$ cat src/rtl/heap_ram_pkg.sv
// Shared constants, sequencer state type and parity helper for heap_level_ram.
// Latency: n/a (declarations only).
// Backpressure: n/a (declarations only).
package heap_ram_pkg;

    localparam int RDW_READ_FIRST  = 0;
    localparam int RDW_WRITE_FIRST = 1;
    localparam int PRIO_A          = 0;
    localparam int PRIO_B          = 1;

    // Widest word the parity helper covers; callers zero-extend into it.
    localparam int PAR_MAX_W = 256;

    typedef enum logic {
        ST_INIT,
        ST_RUN
    } heap_ram_state_t;

    function automatic logic even_par(input logic [PAR_MAX_W-1:0] data);
        return ^data;
    endfunction

endpackage

$ cat src/rtl/heap_ram_init_seq.sv
// Post-reset clear sequencer: walks every entry once, then parks in RUN.
// Latency: one clear write per cycle, init_done rises after MEM_SIZE cycles.
// Backpressure: none; the clear cannot be stalled and RUN is terminal until rst.
module heap_ram_init_seq
    import heap_ram_pkg::*;
#(
    parameter  int LEVEL = 1,
    localparam int IDX_W = (LEVEL > 0) ? LEVEL : 1
) (
    input  logic             clk,
    input  logic             rst,
    output logic             clr_we,
    output logic [IDX_W-1:0] clr_addr,
    output logic             init_done
);

    localparam int MEM_SIZE = 1 << LEVEL;

    heap_ram_state_t  state, state_nxt;
    logic [IDX_W-1:0] cnt, cnt_nxt;

    always_ff @(posedge clk) begin
        if (rst) begin
            state <= ST_INIT;
            cnt   <= '0;
        end else begin
            state <= state_nxt;
            cnt   <= cnt_nxt;
        end
    end

    always_comb begin
        state_nxt = state;
        cnt_nxt   = cnt;
        clr_we    = 1'b0;
        init_done = 1'b0;
        case (state)
            ST_INIT: begin
                clr_we = 1'b1;
                if (cnt == IDX_W'(MEM_SIZE - 1)) begin
                    state_nxt = ST_RUN;
                end else begin
                    cnt_nxt = cnt + 1'b1;
                end
            end
            ST_RUN: begin
                init_done = 1'b1;
            end
            default: begin
                state_nxt = ST_INIT;
            end
        endcase
    end

    assign clr_addr = cnt;

endmodule

$ cat src/rtl/heap_level_ram.sv
// True dual-port heap-level store with post-reset clear, RDW bypass and collision flag; parity via HEAP_RAM_PARITY_EN.
// Latency: 1 cycle from en_x to q_x/qv_x; clear takes 1<<LEVEL cycles after rst.
// Backpressure: none; requests are dropped while init_done is low, otherwise always accepted.
module heap_level_ram
    import heap_ram_pkg::*;
#(
    parameter int                    DATA_WIDTH = 32,
    parameter int                    ADDR_WIDTH = 5,
    parameter int                    LEVEL      = 1,
    parameter int                    RDW_MODE   = 0,
    parameter int                    WR_PRIO    = 0,
    parameter logic [DATA_WIDTH-1:0] INIT_VAL   = '0
) (
    input  logic                  clk,
    input  logic                  rst,
    output logic                  init_done,
    input  logic                  en_a,
    input  logic                  we_a,
    input  logic [ADDR_WIDTH-1:0] addr_a,
    input  logic [DATA_WIDTH-1:0] data_a,
    output logic [DATA_WIDTH-1:0] q_a,
    output logic                  qv_a,
    input  logic                  en_b,
    input  logic                  we_b,
    input  logic [ADDR_WIDTH-1:0] addr_b,
    input  logic [DATA_WIDTH-1:0] data_b,
    output logic [DATA_WIDTH-1:0] q_b,
    output logic                  qv_b,
    output logic                  collision,
    output logic                  perr_a,
    output logic                  perr_b
);

    localparam int IDX_W = (LEVEL > 0) ? LEVEL : 1;
    // Array sized to the full index range so LEVEL=0 never indexes out of bounds;
    // the spare entry is never addressed.
    localparam int MEM_DECL = 1 << IDX_W;

    logic [DATA_WIDTH-1:0] mem [MEM_DECL];

    logic                  clr_we;
    logic [IDX_W-1:0]      clr_addr;
    logic [IDX_W-1:0]      idx_a, idx_b;
    logic                  acc_a, acc_b, wr_a, wr_b, dual_same;
    logic                  mem_we_a;
    logic [IDX_W-1:0]      mem_idx_a;
    logic [DATA_WIDTH-1:0] mem_dat_a, win_dat;
    logic [DATA_WIDTH-1:0] rd_a, rd_b;
    logic                  unused_addr;

    heap_ram_init_seq #(
        .LEVEL (LEVEL)
    ) u_init_seq (
        .clk       (clk),
        .rst       (rst),
        .clr_we    (clr_we),
        .clr_addr  (clr_addr),
        .init_done (init_done)
    );

    // Upper address bits alias onto the same entries.
    assign idx_a       = (LEVEL == 0) ? '0 : addr_a[IDX_W-1:0];
    assign idx_b       = (LEVEL == 0) ? '0 : addr_b[IDX_W-1:0];
    assign unused_addr = ^{addr_a, addr_b};

    assign acc_a     = init_done & en_a;
    assign acc_b     = init_done & en_b;
    assign wr_a      = acc_a & we_a;
    assign wr_b      = acc_b & we_b;
    assign dual_same = wr_a & wr_b & (idx_a == idx_b);
    assign win_dat   = (WR_PRIO == PRIO_B) ? data_b : data_a;

    // The clear sequencer borrows port A's write path until RUN.
    assign mem_we_a  = init_done ? wr_a   : clr_we;
    assign mem_idx_a = init_done ? idx_a  : clr_addr;
    assign mem_dat_a = init_done ? data_a : INIT_VAL;

    always_ff @(posedge clk) begin
        if (dual_same) begin
            mem[idx_a] <= win_dat;
        end else begin
            if (mem_we_a) mem[mem_idx_a] <= mem_dat_a;
            if (wr_b)     mem[idx_b]     <= data_b;
        end
    end

    always_comb begin
        rd_a = mem[idx_a];
        rd_b = mem[idx_b];
        if (RDW_MODE == RDW_WRITE_FIRST) begin
            if (dual_same) begin
                rd_a = win_dat;
                rd_b = win_dat;
            end else begin
                if (wr_a)                        rd_a = data_a;
                else if (wr_b && idx_b == idx_a) rd_a = data_b;
                if (wr_b)                        rd_b = data_b;
                else if (wr_a && idx_a == idx_b) rd_b = data_a;
            end
        end
    end

    always_ff @(posedge clk) begin
        if (rst) begin
            q_a       <= '0;
            q_b       <= '0;
            qv_a      <= 1'b0;
            qv_b      <= 1'b0;
            collision <= 1'b0;
        end else begin
            qv_a      <= acc_a;
            qv_b      <= acc_b;
            collision <= dual_same;
            if (acc_a) q_a <= rd_a;
            if (acc_b) q_b <= rd_b;
        end
    end

`ifdef HEAP_RAM_PARITY_EN
    // Driven only from a testbench to plant a bad parity bit on the next write.
    logic force_bad_par;
    logic par_mem [MEM_DECL];
    logic par_wa, par_wb, par_win, rd_par_a, rd_par_b;

    assign par_wa  = even_par(PAR_MAX_W'(mem_dat_a)) ^ force_bad_par;
    assign par_wb  = even_par(PAR_MAX_W'(data_b))    ^ force_bad_par;
    assign par_win = even_par(PAR_MAX_W'(win_dat))   ^ force_bad_par;

    always_ff @(posedge clk) begin
        if (dual_same) begin
            par_mem[idx_a] <= par_win;
        end else begin
            if (mem_we_a) par_mem[mem_idx_a] <= par_wa;
            if (wr_b)     par_mem[idx_b]     <= par_wb;
        end
    end

    // Parity follows the same bypass choice as the data it protects.
    always_comb begin
        rd_par_a = par_mem[idx_a];
        rd_par_b = par_mem[idx_b];
        if (RDW_MODE == RDW_WRITE_FIRST) begin
            if (dual_same) begin
                rd_par_a = par_win;
                rd_par_b = par_win;
            end else begin
                if (wr_a)                        rd_par_a = par_wa;
                else if (wr_b && idx_b == idx_a) rd_par_a = par_wb;
                if (wr_b)                        rd_par_b = par_wb;
                else if (wr_a && idx_a == idx_b) rd_par_b = par_wa;
            end
        end
    end

    always_ff @(posedge clk) begin
        if (rst) begin
            perr_a <= 1'b0;
            perr_b <= 1'b0;
        end else begin
            perr_a <= acc_a & (rd_par_a != even_par(PAR_MAX_W'(rd_a)));
            perr_b <= acc_b & (rd_par_b != even_par(PAR_MAX_W'(rd_b)));
        end
    end
`else
    assign perr_a = 1'b0;
    assign perr_b = 1'b0;
`endif

endmodule
$ cat config.mk
export PLATFORM = sky130hd
export DESIGN_NAME = heap_level_ram
export DESIGN_NICKNAME = d
export VERILOG_FILES = /design/src/rtl/heap_ram_pkg.sv /design/src/rtl/heap_ram_init_seq.sv /design/src/rtl/heap_level_ram.sv
export SDC_FILE = /design/constraint.sdc
export NUM_CORES = 1
export LEC_CHECK = 0
export CAP_MARGIN = 0
export CORE_MARGIN = 2
export CORE_UTILIZATION = 49
export DETAILED_ROUTE_END_ITERATION = 8
export PLACE_DENSITY = 0.8
export SETUP_SLACK_MARGIN = 0.1
export SLEW_MARGIN = 25
export SYNTH_ARGS = -nofsm -noshare
export SYNTH_HDL_FRONTEND = slang
export SYNTH_SLANG_ARGS = --single-unit
$ cat constraint.sdc
create_clock -name clk -period 4.06 [get_ports clk]
set_input_delay 0.406 -clock clk [delete_from_list [all_inputs] [get_ports clk]]
set_output_delay 0.406 -clock clk [all_outputs]
set_load 0.005 [all_outputs]
# [Word-level counts from Yosys, hierarchy flattened]
# Memory sizes are Yosys's and may differ from the RTL's. A register that Yosys moved wholly into a read port is not among the register bits.
# Cells that the tools add are included.
[classes] n_addsub=1 mul=0 div_mod_pow=0 order_cmp=0 eq_ne=1 shift=0 n_mux=19 n_bitwise=6 reduce_logical=1
[ops] operator="32-bit two-way mux" n=2
[ops] operator="32-bit OR reduction" n=1
[ops] operator="1-bit two-way mux" n=17
[ops] operator="1-bit bitwise AND" n=6
[ops] operator="1-bit adder (second input constant)" n=1
[ops] operator="1-bit == test" n=1
[word_totals] ff_bits=5 latchBits=0 ramBits=64 rom_bits=0 elab_cells=34 n_memories=1
[memory_table] name="mem" words=2 width=32 rd=2 rd_clocked_by_memory_dff=2 write_ports=2 line="heap_level_ram.sv:39" text="logic [DATA_WIDTH-1:0] mem [MEM_DECL];"

# [Logic depth before layout (Yosys ltp)]
[depth] word_depth=9 depth_mapped=6

# [Cells and area by module]
# Synthesis repeated with hierarchy kept, for this count alone.
[hier_totals] cells_unflattened=486 area_unflattened_um2=6253.5
[by_module_without_submodules] module="heap_level_ram" instances=1 cells_per_inst=480 area_each_um2=6192.2 seq_area_each_um2=3263.1
[by_module_without_submodules] module="heap_ram_init_seq" instances=1 cells_per_inst=6 area_each_um2=61.3 seq_area_each_um2=40.0

# [Worst setup path after synthesis]
# Ideal clock, no wire load.
[synth_timing] kind="input -> register" from="input en_b" to="memory mem[0][0], enable pin" setup_time_ns=0.436 arrival_ns=2.586 required_time_ns=3.624 setup_slack_ns=1.038 cell_stages=5 path_buffers=2 cell_sequence="and2_1 -> buf_4 -> buf_2 -> nand2_1 -> o221ai_1"
[synth_lines] item="start: declaration" line="heap_level_ram.sv:23" text="input logic en_b,"
[synth_lines] item="end: declaration" line="heap_level_ram.sv:39"

==> metrics.md <==
| Metric | Value |
|---|---|
| Status | `finished, final reports clean` |
| Fin crit period | `approximately 2.6 ns` |
| Fillers | `897` |
| Via Count | `4,274` |
| Hold Path Class | `reg2reg` |
| Fin. max-slew vios | `0` |
| First-pass GRT wire length | `21.7 mm` |
| Critical Path Stages | `3` |
| CTS tree | `yes` |
| Post-Syn Area | `0.00596 mm^2` |
| Critical Path End Type | `flop` |
| Hold depth | `2` |
| Design Area, Final | `around 0.008 mm^2` |
| Grt ovf | `0` |
| Setup Skew | `~0.011 ns` |
| Fmax | `0.378 GHz` |
| Remaining antenna violation count | `0` |
| Starting Density | `0.498` |
| Hold Path Sink | `q_b[10]` |
| Number of remaining DRC errors | `0` |
| Core Region | `0.0120 mm^2` |
| Global Route Usage Sum | `0.219` |
| Hold-fix buffers, CTS | `0` |
| Average wire per standard cell | `around 18 um` |
| Rel. slew slack | `0.483` |
| Share of cells above drive strength 1 | `0.172` |
| CP bufs+invs | `0` |
| Post-synthesis cell count | `around 480` |
| Drt first pass iters | `4` |
| Routed Wire Length | `14.1 mm` |
| FF-to-FF Start | `u_init_seq.state` |
| Reg2Reg Depth | `3` |
| Initial DRC Count | `187` |
| CTS clk-pin slew, worst paths | `approximately 0.060 ns` |
| Worst-path fanout max | `32` |
| Crit start category | `flop` |
| Root buf cell | `clkbuf_16` |
| H-Tree Depth | `4` |
| Power Density | `445 mW/mm^2` |
| Post-CTS sizing | `0` |
| DPL Wire Length | `between 8 and 9 mm` |
| Commonest non-fill, non-tap cell in the layout | `clkdlybuf4s50_1` |
| Die area | `~0.013 mm^2` |
| Endpoints failing hold | `0` |
| Leak Pwr | `between 3 and 4 nW` |
| Crit path DAT | `approximately 2.8 ns` |
| Reg2reg setup slack | `1.42 ns` |
| Crit Path Category | `reg2reg` |
| Yosys cell types | `25` |
| Seq/Total Area, Yosys | `0.555` |
| Worst-Skew Late Latency | `between 0.4 and 0.5 ns` |
| Antenna violations before repair | `1` |
| Vias in the first global route | `roughly 4.4k` |
| Worst path slowest cell | `dfxtp_1` |
| Synthesized flop and latch total | `approximately 130` |
| Area growth, synth to finish | `34.2%` |
| Ys Warns | `0` |
| I/O pin count | `150` |
| Die width | `114 um` |
| Diode count | `0` |
| Pin count of the biggest net entering global routing | `69` |
| Post-CTS Setup Bufs | `0` |
| IO buf count | `139` |
| Die H | `114 um` |
| Row Count | `40` |
| CP cell instances | `and2_2 > nand4b_4 > mux2_1` |
| Max incr delay on CP | `between 0.8 and 0.9 ns` |
| Worst EP required | `4.21 ns` |
| # clock sinks | `133` |
| Period utilisation layout | `0.651` |
| TritonCTS Buffers | `17` |
| Top delay family on crit path | `simple AND/OR/NAND/NOR gates` |
| Max-cap violation count | `0` |
| RD Place Congestion | `0.797` |
| Via density | `5.56` |
| Worst VDD drop | `between 0.2 and 0.25 mV` |
| Layout Nets | `689` |
| Hold_sp | `q_b[10]` |
| Reg2reg end | `mem[0][11]` |
| RSZ-0062 raised after global routing | `false` |
| Slew @ Worst Pin | `slightly below 0.8 ns` |
| Placed instance area | `0.00741 mm^2` |
| Maximum clock insertion buffer count | `2` |
| Syn Area/Cell | `12.4 um^2` |
| Most frequent cells in the layout | `clkdlybuf4s50_1, dfxtp_1, nor2_1` |
| Final setup vio count | `0` |
| Final TNS setup | `0 ns` |
[cell usage after synthesis (all sizes together)]
cell type  number  area, um^2
a211oi         64         480
a21oi           1        5.00
and2           34         213
and4b           1        10.0
buf            29         173
clkbuf         13        48.8
conb            1        3.75
dfxtp          69        1380
edfxtp         64        1920
inv             1        3.75
mux2           64         721
mux2i          64         641
nand2           1        3.75
nand3           1        5.00
nand4           2        27.5
nand4b          2        32.5
nor2           66         248
nor2b           2        12.5
o211ai          1        7.51
o221ai          1        8.76
xnor2           1        8.76
[worst max-delay path by stage]
stage / start / to / slack (ns)
CTS: u_init_seq.state / mem[1][6] / 1.39
finish: u_init_seq.state / mem[0][11] / 1.42
global route: u_init_seq.state / mem[0][31] / 1.25
global placement: addr_a[0] / mem[0][11] / 1.46
detailed placement: u_init_seq.state / mem[0][23] / 1.39
floorplan: en_b / mem[0][0] / 1.04
[layer usage]
layer | global-route usage | part of all wire
met1 | 0.229 | 0.39
met2 | 0.422 | 0.55
met3 | 0.0445 | 0.039
met4 | 0.0959 | 0.024
met5 | 0 | 0.00092
[layout make-up]
type | instances | area [um^2] | share of cell area
multi-input combinational | 307 | 2450 | 0.307
inverter | 1 | 3.75 | 0.000469
tap | 147 | 184 | 0.0230
clock inverter | 11 | 97.6 | 0.0122
timing repair buffer | 149 | 1460 | 0.183
clock buffer | 21 | 492 | 0.0615
sequential | 133 | 3300 | 0.413
[through the flow]
stage               instances  utilization  total power [mW]  worst slack (ns)  hold WS (ns)
floorplan                 483            -              1.85              1.04         0.460
global placement          736        0.619              2.07              1.46         0.491
detailed placement        737        0.619              2.09              1.39         0.493
CTS                       769        0.668              3.58              1.39         0.497
global route              769        0.668              3.69              1.25         0.500
finish                    769        0.668              3.56              1.42         0.500
[power by group]
group | internal, mW | leakage, nW | switching (mW)
combinational | 0.256 | 1.57 | 0.209
sequential | 1.54 | 1.21 | 0.0631
clock | 0.925 | 0.279 | 0.571
total | 2.72 | 3.05 | 0.843
[kinds of logic after synthesis]
kind of cell	Yosys count	synth area share
AND/OR/NAND/NOR	109	0.0926
multiplexers	128	0.229
flip-flops	133	0.555
other	1	0.000630
AO/OA/AOI/OAI	67	0.0842
XOR/XNOR	1	0.00147
buffers and inverters	43	0.0378
[flip-flops by register name, indices dropped and copies added (netlist names)]
register	count
q_a	32
collision	1
mem	64
q_b	32
u_init_seq.clr_addr	1
qv_a	1
qv_b	1
u_init_seq.state	1
[worst min-delay path: cells and delay by family, from the launching register on]
kind	cells	cell delay (ns)
flops	1	0.31
compound gates	1	0.05
simple gates	1	0.09
Note: power is estimated with default switching activity, not from simulation.
